$ cat config.mk
export PLATFORM = sky130hd
export DESIGN_NAME = sc_regserial_tx
export DESIGN_NICKNAME = d
export VERILOG_FILES = /design/src/rtl/sc_regserial_tx.sv
export SDC_FILE = /design/constraint.sdc
export NUM_CORES = 1
export LEC_CHECK = 0
export CAP_MARGIN = 5
export CORE_MARGIN = 4
export CORE_UTILIZATION = 45
export CTS_CLUSTER_SIZE = 14
export DETAILED_ROUTE_END_ITERATION = 6
export GPL_ROUTABILITY_DRIVEN = 0
export PLACE_DENSITY_LB_ADDON = 0.1
export RECOVER_POWER = 50
export SLEW_MARGIN = 20
export SYNTH_ARGS = -nofsm -noshare
export SYNTH_HDL_FRONTEND = slang
export SYNTH_SLANG_ARGS = --single-unit
$ cat constraint.sdc
create_clock -name SC_REGSERIALTX_CLOCK_50 -period 5.5 [get_ports SC_REGSERIALTX_CLOCK_50]
set_clock_uncertainty 0.05 [all_clocks]
set_input_delay 0.825 -clock SC_REGSERIALTX_CLOCK_50 [delete_from_list [all_inputs] [get_ports SC_REGSERIALTX_CLOCK_50]]
set_output_delay 0.825 -clock SC_REGSERIALTX_CLOCK_50 [all_outputs]
set_load 0.02 [all_outputs]
$ cat src/rtl/sc_regserial_tx.sv
// Parallel-to-serial frame transmitter: captures the register word on a low send request,
// then shifts out start bit, DATAWIDTH data bits LSB first and a stop bit, BAUD_DIV clocks each.
module sc_regserial_tx #(
  parameter int DATAWIDTH = 8,
  parameter int BAUD_DIV  = 4
) (
  input  logic                 SC_REGSERIALTX_CLOCK_50,
  input  logic                 SC_REGSERIALTX_RESET_InLow,
  input  logic                 SC_REGSERIALTX_send_InLow,
  input  logic [DATAWIDTH-1:0] SC_REGSERIALTX_data_InBUS,
  output logic                 SC_REGSERIALTX_serial_Out,
  output logic                 SC_REGSERIALTX_busy_Out,
  output logic                 SC_REGSERIALTX_ack_OutLow,
  output logic                 SC_REGSERIALTX_done_OutLow
);

  localparam int BIT_W  = (DATAWIDTH > 1) ? $clog2(DATAWIDTH) : 1;
  localparam int BAUD_W = (BAUD_DIV > 1) ? $clog2(BAUD_DIV) : 1;
  localparam logic [BIT_W-1:0]  BIT_LAST  = BIT_W'(DATAWIDTH - 1);
  localparam logic [BAUD_W-1:0] BAUD_LAST = BAUD_W'(BAUD_DIV - 1);

  typedef enum logic [1:0] {IDLE, START, DATA, STOP} state_t;

  state_t               state_q, state_d;
  logic [BAUD_W-1:0]    baud_q, baud_d;
  logic [BIT_W-1:0]     bit_q, bit_d;
  logic [DATAWIDTH-1:0] shift_q, shift_d;
  logic                 serial_q, serial_d;
  logic                 busy_q, busy_d;
  logic                 ack_q, ack_d;
  logic                 done_q, done_d;
  logic                 bit_end;

  assign bit_end = (baud_q == BAUD_LAST);

  // Handshake: send_InLow is a level request sampled only in IDLE; the edge that samples it
  // low captures data_InBUS, and ack_OutLow is low for exactly the following cycle.
  always_comb begin
    state_d  = state_q;
    baud_d   = baud_q;
    bit_d    = bit_q;
    shift_d  = shift_q;
    serial_d = serial_q;
    busy_d   = busy_q;
    ack_d    = 1'b1;
    done_d   = 1'b1;
    case (state_q)
      IDLE: begin
        baud_d   = '0;
        bit_d    = '0;
        serial_d = 1'b1;
        busy_d   = 1'b0;
        if (!SC_REGSERIALTX_send_InLow) begin
          shift_d  = SC_REGSERIALTX_data_InBUS;
          state_d  = START;
          serial_d = 1'b0;
          busy_d   = 1'b1;
          ack_d    = 1'b0;
        end
      end
      START: begin
        if (bit_end) begin
          baud_d   = '0;
          bit_d    = '0;
          state_d  = DATA;
          serial_d = shift_q[0];
        end else begin
          baud_d = baud_q + BAUD_W'(1);
        end
      end
      DATA: begin
        if (bit_end) begin
          baud_d = '0;
          if (bit_q == BIT_LAST) begin
            state_d  = STOP;
            serial_d = 1'b1;
          end else begin
            shift_d  = shift_q >> 1;
            bit_d    = bit_q + BIT_W'(1);
            serial_d = shift_d[0];
          end
        end else begin
          baud_d = baud_q + BAUD_W'(1);
        end
      end
      STOP: begin
        if (bit_end) begin
          state_d  = IDLE;
          baud_d   = '0;
          bit_d    = '0;
          serial_d = 1'b1;
          busy_d   = 1'b0;
          done_d   = 1'b0;
        end else begin
          baud_d = baud_q + BAUD_W'(1);
        end
      end
      default: state_d = IDLE;
    endcase
  end

  always_ff @(posedge SC_REGSERIALTX_CLOCK_50 or negedge SC_REGSERIALTX_RESET_InLow) begin
    if (!SC_REGSERIALTX_RESET_InLow) begin
      state_q  <= IDLE;
      baud_q   <= '0;
      bit_q    <= '0;
      shift_q  <= '0;
      serial_q <= 1'b1;
      busy_q   <= 1'b0;
      ack_q    <= 1'b1;
      done_q   <= 1'b1;
    end else begin
      state_q  <= state_d;
      baud_q   <= baud_d;
      bit_q    <= bit_d;
      shift_q  <= shift_d;
      serial_q <= serial_d;
      busy_q   <= busy_d;
      ack_q    <= ack_d;
      done_q   <= done_d;
    end
  end

  assign SC_REGSERIALTX_serial_Out  = serial_q;
  assign SC_REGSERIALTX_busy_Out    = busy_q;
  assign SC_REGSERIALTX_ack_OutLow  = ack_q;
  assign SC_REGSERIALTX_done_OutLow = done_q;

endmodule

==> metrics.cfg, run 1 <==
[routing]
wire_per_inst_um = 13.0
wl_um = 1620
ant_nets = 0
first_pass_iters = 4
viasPerCell = 5.18
drt-initial-drc-count = 12
drc = 0
vias = 648

[sta]
rsz0062_at_grt = no
fin_tns_setup_ns = 0
fin_crit_ns = 2.30
maxSlewViolCount = 0
tightest_slew_ns = 0.832
max_freq_ghz = 0.434
setup_violations = 0
timing_hold_violations_final = 0
slew-limit-headroom_pct = 44.3
fin_crit_sh_pct = 41.9

[critical_path]
critPathBufInv = 1
cp-startpoint = SC_REGSERIALTX_serial_Out$_DFFE_PN1P_
cp.arrival_ns = 1.43
r2r-start = state_q[0]$_DFFE_PN0P_
crit_path_top_delay_cell = clkdlybuf4s50_1
slowest_delay_ns = 0.59
required_ns = 4.62
cp-end-kind = output port
crit_type = reg2out
cp_top_family = buffers and inverters
crit_chain = clkdlybuf4s50_1
cp-start-kind = flip-flop
crit_fanout = 2

[clock_tree]
cts_buffers = 3
postCtsSetupBuffers = 0
clkLatencyLatePin_ns = 0.29
clk_pin_slew_worst_paths_ns = 0.10
cts_num_sinks = 19
cts_resized = 0
htreeDepth = 1
clockBufferDepth = 2
cts_root_buffer = clkbuf_4
cts_tree = built
postCtsHoldBufs = 0

[min_path]
min_from = baud_q[0]$_DFF_PN0_
hold_path.class = reg2reg

[grt]
first_global_vias = 626
gr-total-overflow = 0
grt_max_degree = 20
antenna_found_initial = 0
grt_pass1_wl_um = 2780
track_usage_pct = 13.4

[finish]
final_nets = 117
mostFrequentLayoutCell = mux2_2
post-route-cell-area_um2 = 1170
syn_to_final_growth_pct = 19.4
final_cell_mix = mux2_2 (17), dfrtp_1 (16), clkdlybuf4s50_1 (12)
multiInputGateArea_um2 = 468
drive_gt1_share_pct = 25.5
regArea_um2 = 479
diodes = 0
fill_cells = 178

[synth]
syn_inst = 82
netlist_area_um2 = 980
synthTopCellsByArea = dfrtp_1 (41%), mux2_2 (20%), ha_1 (8.9%), dfstp_2 (8.0%), nand2_1 (2.7%)
synth_cell_types = 20
postSynthAreaPerCell_um2 = 11.9
ys_seq_elements = 19
ys_seq_area_share_pct = 48.9
yosys.area.top_type_share_pct = 40.9
netlist.top_cell.by_area = dfrtp_1
synth_nets = 100
yosysWarnings = 0

[floorplan]
start_util_pct = 48.5
die-area_um2 = 2990
core_um2 = 2020
die_width_um = 54.7
io_pins = 15
die_y_um = 54.7
core.rowCount = 16

[placement]
port_buffers = 14
placed_cell_area_um2 = 1140
hpwl_um = 1230

[power]
ir_drop_v = 0.000292
p_int_uw = 411
powerDensity_nw_per_um2 = 548
leakagePower_nw = 0.495
combPwrFrac_pct = 51.9
switching_share_pct = 36.0
power.net_switching_uw = 231
pwr-share-clk_pct = 10.7
seqPwrFrac_pct = 37.5

[flow_run]
drv_cap = 0

[outcome]
status = finished, final reports clean

==> metrics by stage <==
step           power [mW]  setup WS [ns]  hold slack (ns)  utilization, %  std cells
2_1_floorplan       0.501           3.54            0.365               -         82
3_3_place_gp        0.574           3.01            0.382            56.6        121
3_5_place_dp        0.582           3.00            0.397            56.6        121
4_1_cts             0.653           3.18            0.412            57.9        125
5_1_grt             0.702           2.98            0.448            57.9        125
6_report            0.641           3.20            0.405            57.9        125
==> kinds of logic after synthesis <==
kind of cell               share of synthesized area [%]
adders and majority gates                           8.94
and+or+nand+nor                                     7.92
AOI/OAI and AO/OA                                   11.4
buffers and inverters                               3.32
muxes                                               19.5
DFF                                                 48.9
==> power by group through the flow <==
stage          Combinational, mW  Sequential [mW]  Clock (mW)
2_1_floorplan              0.253            0.248           0
3_3_place_gp               0.332            0.242           0
3_5_place_dp               0.338            0.245           0
4_1_cts                    0.339            0.241      0.0729
5_1_grt                    0.373            0.249      0.0803
6_report                   0.333            0.240      0.0684
==> sequential cells by signal, indices dropped and copies added (netlist names) <==
| register | flops |
|---|---|
| SC_REGSERIALTX_busy_Out | 1 |
| bit_q | 3 |
| SC_REGSERIALTX_serial_Out | 1 |
| state_q | 2 |
| baud_q | 2 |
| SC_REGSERIALTX_ack_OutLow | 1 |
| shift_q | 8 |
| SC_REGSERIALTX_done_OutLow | 1 |
==> final timing paths <==
kind | endpoint | slack (ns) | cells after the start
min | baud_q[0]$_DFF_PN0_ | 0.41 | 1
max reg2reg | shift_q[7]$_DFFE_PN0P_ | 3.23 | 5
max in group asynchronous | SC_REGSERIALTX_busy_Out$_DFFE_PN0P_ | 3.87 | 1
max | SC_REGSERIALTX_serial_Out | 3.20 | 1
min reg2reg | baud_q[0]$_DFF_PN0_ | 0.41 | 1
min in group asynchronous | baud_q[0]$_DFF_PN0_ | 1.02 | 1
==> layer usage <==
| layer | global-route usage [%] | vias up | wire length, µm |
|---|---|---|---|
| met5 | 0 | - | 0 |
| met4 | 7.47 | 0 | 23 |
| met3 | 2.45 | 4 | 69 |
| met2 | 20.5 | 12 | 770 |
| met1 | 17.5 | 313 | 760 |
| li1 | - | 319 | - |
==> cell usage after synthesis (all sizes together) <==
master	number
a211oi	2
a22o	3
dfrtp	16
ha	7
nand2b	1
o22ai	1
a21boi	1
and2	1
o221ai	1
buf	2
nand2	7
dfstp	3
mux2	17
nor2	2
nor3	2
o21ai	5
inv	6
nor2b	3
a21oi	2
==> area by class of cell <==
class	count	share of cell area, %
Clock buffer	4	2.25
Inverter	6	1.93
Multi-Input combinational cell	55	40.0
Sequential cell	19	41.0
Tap cell	27	2.89
Timing Repair Buffer	14	12.0
Power figures use the tool's default switching activity.
==> run 2, diff against run 1 <==
- clock period: 5.5 -> 1.98 ns (I/O delays scaled with it)
==> run 2 against run 1 <==
- sequential share of layout area shrank 2.0 points
- die area is the same
- count of clock-buffer cells in the layout is the same
- critical endpoint is now shift_q[0]$_DFFE_PN0P_
- final cell count grew 6.4%
- via count grew 2.6%
==> metrics.cfg, run 2 (synthesized netlist as in run 1, its figures left out) <==
[outcome]
status = finished, final reports clean

[routing]
wire_per_inst_um = 12.9
wl_um = 1720
drt-initial-drc-count = 3
viasPerCell = 5.00
vias = 665
ant_nets = 0
drc = 0
first_pass_iters = 2

[placement]
dp_slack_ns = 0.0639
hpwl_um = 1340
port_buffers = 14
placed_cells = 129

[grt]
antenna_found_initial = 0
grt_pass1_wl_um = 3020
grt_max_degree = 20
track_usage_pct = 14.2
gr-total-overflow = 0
first_global_vias = 655

[clock_tree]
cts_buffers = 3
clkLatencyLatePin_ns = 0.29
htreeDepth = 1
cts_tree = built
cts_num_sinks = 19
clk_pin_slew_worst_paths_ns = 0.11
cts_root_buffer = clkbuf_4
postCtsSetupBuffers = 0
clockBufferDepth = 2

[sta]
slew-limit-headroom_pct = 32.9
tightest_slew_ns = 1.01
maxSlewViolCount = 0
max_freq_ghz = 0.530
fin_crit_ns = 1.89
fin_tns_setup_ns = 0
finalWorstSetupSlack_ns = 0.0919
rsz0062_at_grt = no
timing.hold.ws_ns = 0.401
fin_crit_sh_pct = 95.4
timing_hold_violations_final = 0
setup_violations = 0

[critical_path]
cp.arrival_ns = 2.02
cp-end-kind = flip-flop
crit_type = reg2reg
required_ns = 2.11
cp-start-kind = flip-flop
crit_fanout = 8

[floorplan]
start_util_pct = 48.5
die-area_um2 = 2990
core.rowCount = 16
die_width_um = 54.7
core_um2 = 2020
die_y_um = 54.7
io_pins = 15

[min_path]
hold_path.class = reg2reg

[finish]
drive_gt1_share_pct = 28.3
final_cell_mix = mux2_2 (17), dfrtp_1 (16), clkdlybuf4s50_1 (13)
diodes = 0
reg_top3 = shift_q (8), bit_q (3)
multiInputGateArea_um2 = 468
regMostFlops = shift_q
regArea_um2 = 479
mostFrequentLayoutCell = mux2_2
syn_to_final_growth_pct = 25.7
final_nets = 125
largest_reg_flops = 8
fill_cells = 182
postLayoutCoreUtil_pct = 60.9
instances_no_fill = 133

[power]
leakagePower_nw = 0.528
powerDensity_nw_per_um2 = 1550
ir_drop_v = 0.000733

[flow_run]
drv_cap = 0

-- run 2: cell count changes in the layout (fill, tap and decap cells not counted), sizes merged --
cell           previous run  this run
buf                       0         5
clkbuf                    4         7
clkdlybuf4s50            12        13
dlygate4sd3               2         1
-- run 2: metrics by stage --
step | total power [mW] | cell area [µm²]
5_1_grt | 2.08 | 1230
2_1_floorplan | 1.39 | 980
3_3_place_gp | 1.74 | 1220
4_1_cts | 1.96 | 1240
3_5_place_dp | 1.76 | 1220
6_report | 1.91 | 1230
-- run 2: layer usage --
layer	wire length (µm)	share of wire (%)	GRT usage (%)
met4	12	0.70	4.98
met1	884	51	20.4
met2	756	44	21.1
met3	65	3.8	2.45
met5	0	0	0
-- run 2: layout make-up --
type	count	share of cell area (%)
clock buffer	4	2.13
inverter	6	1.83
multi-input combinational	55	38.0
sequential	19	38.9
tap	27	2.74
timing repair buffer	22	16.4
-- run 2: worst paths after layout --
check                                            from                                   to  slack [ns]  cells past startpoint
min                               baud_q[0]$_DFF_PN0_                  baud_q[0]$_DFF_PN0_        0.40                      1
max in group asynchronous  SC_REGSERIALTX_RESET_InLow                 bit_q[1]$_DFFE_PN0P_        0.65                      2
max reg2reg                      bit_q[1]$_DFFE_PN0P_               shift_q[0]$_DFFE_PN0P_        0.09                      6
max                              bit_q[1]$_DFFE_PN0P_               shift_q[0]$_DFFE_PN0P_        0.09                      6
min reg2reg                       baud_q[0]$_DFF_PN0_                  baud_q[0]$_DFF_PN0_        0.40                      1
min in group asynchronous  SC_REGSERIALTX_RESET_InLow  SC_REGSERIALTX_busy_Out$_DFFE_PN0P_        0.63                      2
-- run 2: timing repair --
action	4_1_cts	5_1_grt
hold endpoints to repair	0	0
resized for setup	0	0
endpoints found under the setup margin	0	7
hold buffers	0	0
-- run 2: where the power goes --
part / switching [mW] / leakage [nW] / internal (mW)
clock network: 0.117 / 0.0150 / 0.0782
registers: 0.0837 / 0.228 / 0.575
logic: 0.473 / 0.285 / 0.588
-- run 2: critical path, stage by stage, from the launching register on --
cell and delay [ns]:
dfrtp_1 0.42, ha_1 0.19, ha_1 0.19, nand2b_2 0.21
a211oi_4 0.25, buf_12 0.16, mux2_2 0.32
